`config.mk`:
```
export PLATFORM = sky130hd
export DESIGN_NAME = rdy_ack_serializer
export DESIGN_NICKNAME = d
export VERILOG_FILES = /design/src/rtl/rdy_ack_serializer.sv
export SDC_FILE = /design/constraint.sdc
export NUM_CORES = 1
export LEC_CHECK = 0
export BUFFER_PORTS_ARGS = -buffer_cell sky130_fd_sc_hd__buf_2
export CAP_MARGIN = 20
export CORE_UTILIZATION = 45
export CTS_BUF_LIST = sky130_fd_sc_hd__clkbuf_8
export DETAILED_ROUTE_END_ITERATION = 16
export GPL_ROUTABILITY_DRIVEN = 0
export GPL_TIMING_DRIVEN = 0
export HOLD_SLACK_MARGIN = 0.12
export PLACE_DENSITY = 0.79
export SLEW_MARGIN = 15
export SYNTH_ARGS = -nofsm -noshare
export SYNTH_HDL_FRONTEND = slang
export SYNTH_SLANG_ARGS = --single-unit
```
`constraint.sdc`:
```
create_clock -name clk -period 2.2 [get_ports clk]
set_clock_uncertainty 0.15 [all_clocks]
set_input_delay 0.22 -clock clk [delete_from_list [all_inputs] [get_ports clk]]
set_output_delay 0.22 -clock clk [all_outputs]
set_load 0.02 [all_outputs]
```
`src/rtl/rdy_ack_serializer.sv`:
```
// Word-to-beat serializer with rdy/ack handshakes on both sides: one wide word in, NB_M1+1 narrow beats out.
// Define SER_BACK2BACK_EN to accept the next word on the last-beat transfer, which removes the idle cycle between words.
module rdy_ack_serializer #(
  parameter int DW_M1 = 7,
  parameter int NB_M1 = 3,
  parameter int CW_M1 = 1
) (
  input  logic                             clk,
  input  logic                             rst_n,
  input  logic                             i_rdy,
  output logic                             i_ack,
  input  logic [(NB_M1+1)*(DW_M1+1)-1:0]   i_data,
  output logic                             o_rdy,
  input  logic                             o_ack,
  output logic [DW_M1:0]                   o_data,
  output logic                             o_last,
  output logic [CW_M1:0]                   o_beat,
  output logic                             busy
);

  localparam int DW = DW_M1 + 1;
  localparam int IW = (NB_M1 + 1) * DW;
  localparam logic [CW_M1:0] LAST_BEAT = NB_M1[CW_M1:0];

  typedef enum logic {IDLE, SEND} state_t;

  state_t          state_q, state_d;
  logic [IW-1:0]   shift_q, shift_d;
  logic [CW_M1:0]  cnt_q, cnt_d;
  logic            accept;
  logic            beatXfer;
  logic            lastBeat;

  assign lastBeat = (cnt_q == LAST_BEAT);
  assign accept   = i_rdy & i_ack;
  assign beatXfer = o_rdy & o_ack;

  always_ff @(posedge clk or negedge rst_n) begin
    if (!rst_n) begin
      state_q <= IDLE;
      shift_q <= '0;
      cnt_q   <= '0;
    end else begin
      state_q <= state_d;
      shift_q <= shift_d;
      cnt_q   <= cnt_d;
    end
  end

  // A new word can only be accepted in SEND on the last-beat transfer, and only when back-to-back mode drives i_ack there.
  always_comb begin
    state_d = state_q;
    shift_d = shift_q;
    cnt_d   = cnt_q;
    case (state_q)
      IDLE: begin
        if (accept) begin
          state_d = SEND;
          shift_d = i_data;
          cnt_d   = '0;
        end
      end
      SEND: begin
        if (beatXfer) begin
          if (lastBeat) begin
            if (accept) begin
              shift_d = i_data;
              cnt_d   = '0;
            end else begin
              state_d = IDLE;
            end
          end else begin
            shift_d = shift_q >> DW;
            cnt_d   = cnt_q + (CW_M1+1)'(1);
          end
        end
      end
      default: state_d = IDLE;
    endcase
  end

  always_comb begin
    o_rdy  = (state_q == SEND);
    busy   = (state_q == SEND);
    o_data = shift_q[DW-1:0];
    o_beat = cnt_q;
    o_last = (state_q == SEND) & lastBeat;
`ifdef SER_BACK2BACK_EN
    i_ack  = (state_q == IDLE) | ((state_q == SEND) & lastBeat & o_ack);
`else
    i_ack  = (state_q == IDLE);
`endif
  end

endmodule

```
# Word-level counts from Yosys, hierarchy flattened
# Index checks and enable logic that the tools add are counted.
# W data, S select, Z words.
[totals] regBits=35 in_bits=36 out_inout_bits=14 word_cells=22
[op_classes] addsub=1 eq_ne=2 n_mux=12 bitwise_logic=4
[op_table] op="$mux W32" n=3
[op_table] op="$pmux W32 S2" n=1
[op_table] op="$mux W2" n=3
[op_table] op="$pmux W2 S2" n=1
[op_table] op="$and A1 B1 Y1" n=3
[op_table] op="$mux W1" n=3
[op_table] op="$add A2 B1 Y2 const B" n=1
[op_table] op="$eq A2 B2 Y1 const B" n=1
[op_table] op="$ne A2 B1 Y1 const B" n=1
[op_table] op="$pmux W1 S2" n=1
[op_table] op="$not A1 Y1" n=1

# Longest topological paths before layout
[depth] ltp_word=6 ltp_mapped=5 depth_no_buf=4

# Least setup slack after synthesis
# OpenSTA, ideal clock, no wires.
[synth_path] kind="register to register" start="reg cnt_q[0], in the netlist o_beat[0]" end="reg shift_q[10]" setup_time_ns=0.137 arrival_time_ns=1.292 t_required_ns=1.913 path_slack_ns=0.621 stages_incl_launch_ff=6 path_buffers=1 period_less_slack_ns=1.579 path_cell_list="dfrtp_1 > ha_1 > nand3b_2 > buf_4 > o22ai_1 > a21oi_1"
[synth_between] elab_chain_len=4
[synth_rtl] item="from (decl)" line_no="29" text="logic [CW_M1:0] cnt_q, cnt_d;"
[synth_rtl] item="from (signal assigned)" line_no="46" text="cnt_q <= cnt_d;"
[synth_rtl] item="$eq A2 B2 Y1" line_no="34" text="assign lastBeat = (cnt_q == LAST_BEAT);"
[synth_rtl] item="$mux W32" line_no="65" text="if (lastBeat) begin"
[synth_rtl] item="$mux W32" line_no="64" text="if (beatXfer) begin"
[synth_rtl] item="$pmux W32 S2" line_no="55" text="case (state_q)"
[synth_rtl] item="to (signal assigned)" line_no="45" text="shift_q <= shift_d;"
[synth_rtl] item="to (decl)" line_no="28" text="logic [IW-1:0] shift_q, shift_d;"
# Every way passes these cells. The select of a mux whose other input is x is not followed.
# A chain may end at the register's enable or synchronous reset.

# Worst setup path after layout
[layout_path] start="reg cnt_q[0], in the netlist o_beat[0]" end="reg state_q, in the netlist busy"
[layout_between] elab_chain_len=4
[layout_rtl] item="$eq A2 B2 Y1" line_no="34"
[layout_rtl] item="$mux W1" line_no="65"
[layout_rtl] item="$mux W1" line_no="64"
[layout_rtl] item="$pmux W1 S2" line_no="55"
[layout_rtl] item="net state_d" line_no="27" text="state_t state_q, state_d;"
[layout_rtl] item="to (signal assigned)" line_no="44" text="state_q <= state_d;"
[layout_rtl] item="to (decl)" line_no="27"
# The timed path passes the listed nets, and every way through them passes these cells.

==> flow_summary.yaml <==
status:
  outcome: "finished clean"
synth:
  synthTopCellsByArea: "dfrtp_1, o22ai_2, a21oi_2"
  syn-cell-area_mm2: 0.00180
  synthDominantCellAreaShare_pct: 48.5
  yosysSeqAreaShare_pct: 48.5
  synth-edff-count: 0
  synth_most_common_cell: "dfrtp_1"
  synth_common_cells: "dfrtp_1, nor2_1, a21oi_2, o22ai_2, nand2_1"
  post-synth-top-area-cell: "dfrtp_1"
  yosysWarnings: 0
  synth_cell_types: 20
  syn-num-nets: 204
  synth_seq_cells: 35
  netlist_instances: 167
  synth_ff_type: "dfrtp_1"
  async_reset_ff_share_pct: 100
  synth.avg_cell_area_um2: 10.8
cts:
  clock-sinks: 35
  postCtsHoldBufs: 35
  htree_levels: 2
  cts_max_path_buffers: 2
  cts_setup_buffers: 0
  cts_tree: "done"
  cts_resized: 0
  numCtsBuffers: 5
  root_buffer: "clkbuf_8"
  path_clk_slew_ns: 0.07
  clk_latency_ns: 0.29
timing:
  finalSetupViolations: 0
  rsz0062_at_grt: "false"
  fmax_mhz: 589
  worst_slew_pin_slew_ns: 0.762
  relSlewSlack_pct: 49.2
  fin_crit_ns: 1.70
  hold_viol: 0
  fin_crit_sh_pct: 77.2
  final_max_slew_viol_count: 0
  setup_tns_ns: 0
  setup_slack_ns: 0.501
placed_design:
  place_ws_ns: 0.568
  io_buffers: 49
  hpwl_um: 2760
critical_path:
  cpPeakStageDelay_ns: 0.56
  rrSetupSlack_ns: 0.50
  critPathLaunchType: "flop"
  cpMaxStageDelayCell: "dlygate4sd3_1"
  crit_fanout: 4
  crit_buf_inv: 1
  path_delay_family: "buffers and inverters"
  regToRegStartpoint: "o_beat[0]"
  rr_endpoint: "busy"
  crit_type: "flop to flop"
  rr_worst_depth: 4
  worstPathCellList: "ha_1 -> and2_1 -> a21oi_1 -> dlygate4sd3_1"
  endpoint_kind: "flop"
  worstPathRequired_ns: 2.27
  cp.arrival_ns: 1.77
power:
  p_switching_w: 0.00120
  p_comb_share_pct: 49.4
  ir_drop_uv: 532
  intPower_w: 0.00186
  static-leakage-power_nw: 1.18
  seqPwrFrac_pct: 36.8
  p_per_area_mw_per_mm2: 1210
  finalPower_w: 0.00305
  p_clk_share_pct: 13.8
  swShare_pct: 39.2
min_path:
  hold_start: "i_rdy"
  holdPathEnd: "shift_q[8]"
  worstHoldPathCells: 5
  hold_path.class: "input port to flop"
detailed_routing:
  ant_nets: 0
  vias: 1492
  vias_per_cell: 4.89
  routed_wl_um: 4240
  drtPass1Iterations: 4
  drt_iter0_drc: 69
  routedWlPerCell_um: 13.9
  drc_errors: 0
global_route:
  grt_pass1_vias: 1582
  antenna_found_initial: 0
  gr-usage-all-layers_pct: 22.7
  grt_start_max_net_pins: 36
  grt_overflow_total: 0
  grt_pass1_wl_um: 7130
floorplanning:
  ios: 50
  core.rowCount: 22
  die_h_um: 65.3
  coreArea_mm2: 0.00374
  start_util_pct: 48.2
  die-area_mm2: 0.00427
  die_w_um: 65.3
final_layout:
  fin_nets: 295
  antenna_cells: 0
  layout-drive-gt1-share_pct: 45.5
  area_delta_synth_final_pct: 40.4
  fin_util_pct: 67.6
run:
  max_cap_viol_count: 0
[kinds of logic (layout without fill, tap and decap cells)]
logic type      count (synthesis)  count (layout)  synth area share [%]
fa+ha+maj                       1               1                 0.693
flops                          35              35                  48.5
compound gates                 51              51                  26.9
buf+inv                        25             115                  10.9
simple gates                   55              55                  13.0
[power by group through the flow]
stage / Sequential, W / Clock [W] / Combinational, W
after global routing: 0.00116 / 0.000463 / 0.00166
after detailed placement: 0.00114 / 0 / 0.00145
after CTS: 0.00112 / 0.000427 / 0.00151
final: 0.00112 / 0.000422 / 0.00151
after floorplan: 0.00112 / 0 / 0.00113
after global placement: 0.00112 / 0 / 0.00142
[placed cells by master, fill, tap and decap left out]
cell,instances
dfrtp_1,35
buf_6,2
and2_1,1
nand3_1,10
buf_4,13
a21oi_1,5
buf_2,54
clkbuf_8,5
nand2b_1,1
nand3b_2,1
clkbuf_1,1
nor2b_1,1
buf_12,2
inv_1,3
dlygate4sd3_1,35
ha_1,1
o22ai_1,4
o22ai_2,20
nand2_1,16
o21ai_0,2
nor2_1,25
a21oi_2,20
[sequential cells by signal, indices dropped and copies added, names as in the netlist]
| signal | cells |
|---|---|
| o_beat | 2 |
| shift_q | 32 |
| busy | 1 |
[per-stage QoR]
stage               std cells  hold slack (ns)  instance area (µm²)
floorplan                 167           -0.226                 1800
global placement          264            0.186                 2110
detailed placement        264            0.190                 2110
CTS                       305            0.320                 2530
global route              305            0.353                 2530
finish                    305            0.325                 2530
[metal layers]
metal	vias to the layer above	global-route usage, %	part of all wire (%)
li1	747	-	-
met4	0	5.98	1.0
met3	5	5.73	4.4
met2	39	39.4	51
met5	-	0	0
met1	701	27.7	43
[worst max-delay path by stage]
stage                    from     endpoint  slack (ns)  cells past startpoint
floorplan           o_beat[0]  shift_q[10]        0.62                      5
global placement    o_beat[0]  shift_q[26]        0.59                      5
detailed placement  o_beat[0]  shift_q[27]        0.57                      5
CTS                 o_beat[0]         busy        0.53                      4
global route        o_beat[0]         busy        0.44                      4
finish              o_beat[0]         busy        0.50                      4
[final cells by class]
cell class | instances | area [µm²]
clock buffers | 5 | 68.8
repair buffers | 84 | 596
inverters | 2 | 7.51
plain buffers | 23 | 189
clock inverters | 1 | 3.75
multi-input cells | 107 | 732
well taps | 48 | 60.1
flip-flops and latches | 35 | 876
fillers | 308 | 1210
[tightest hold or removal path: stages]
cell and delay, ns:
buf_2 0.10, nand2b_1 0.07, buf_6 0.14, o22ai_1 0.14, a21oi_1 0.05
Power figures use the tool's default switching activity.
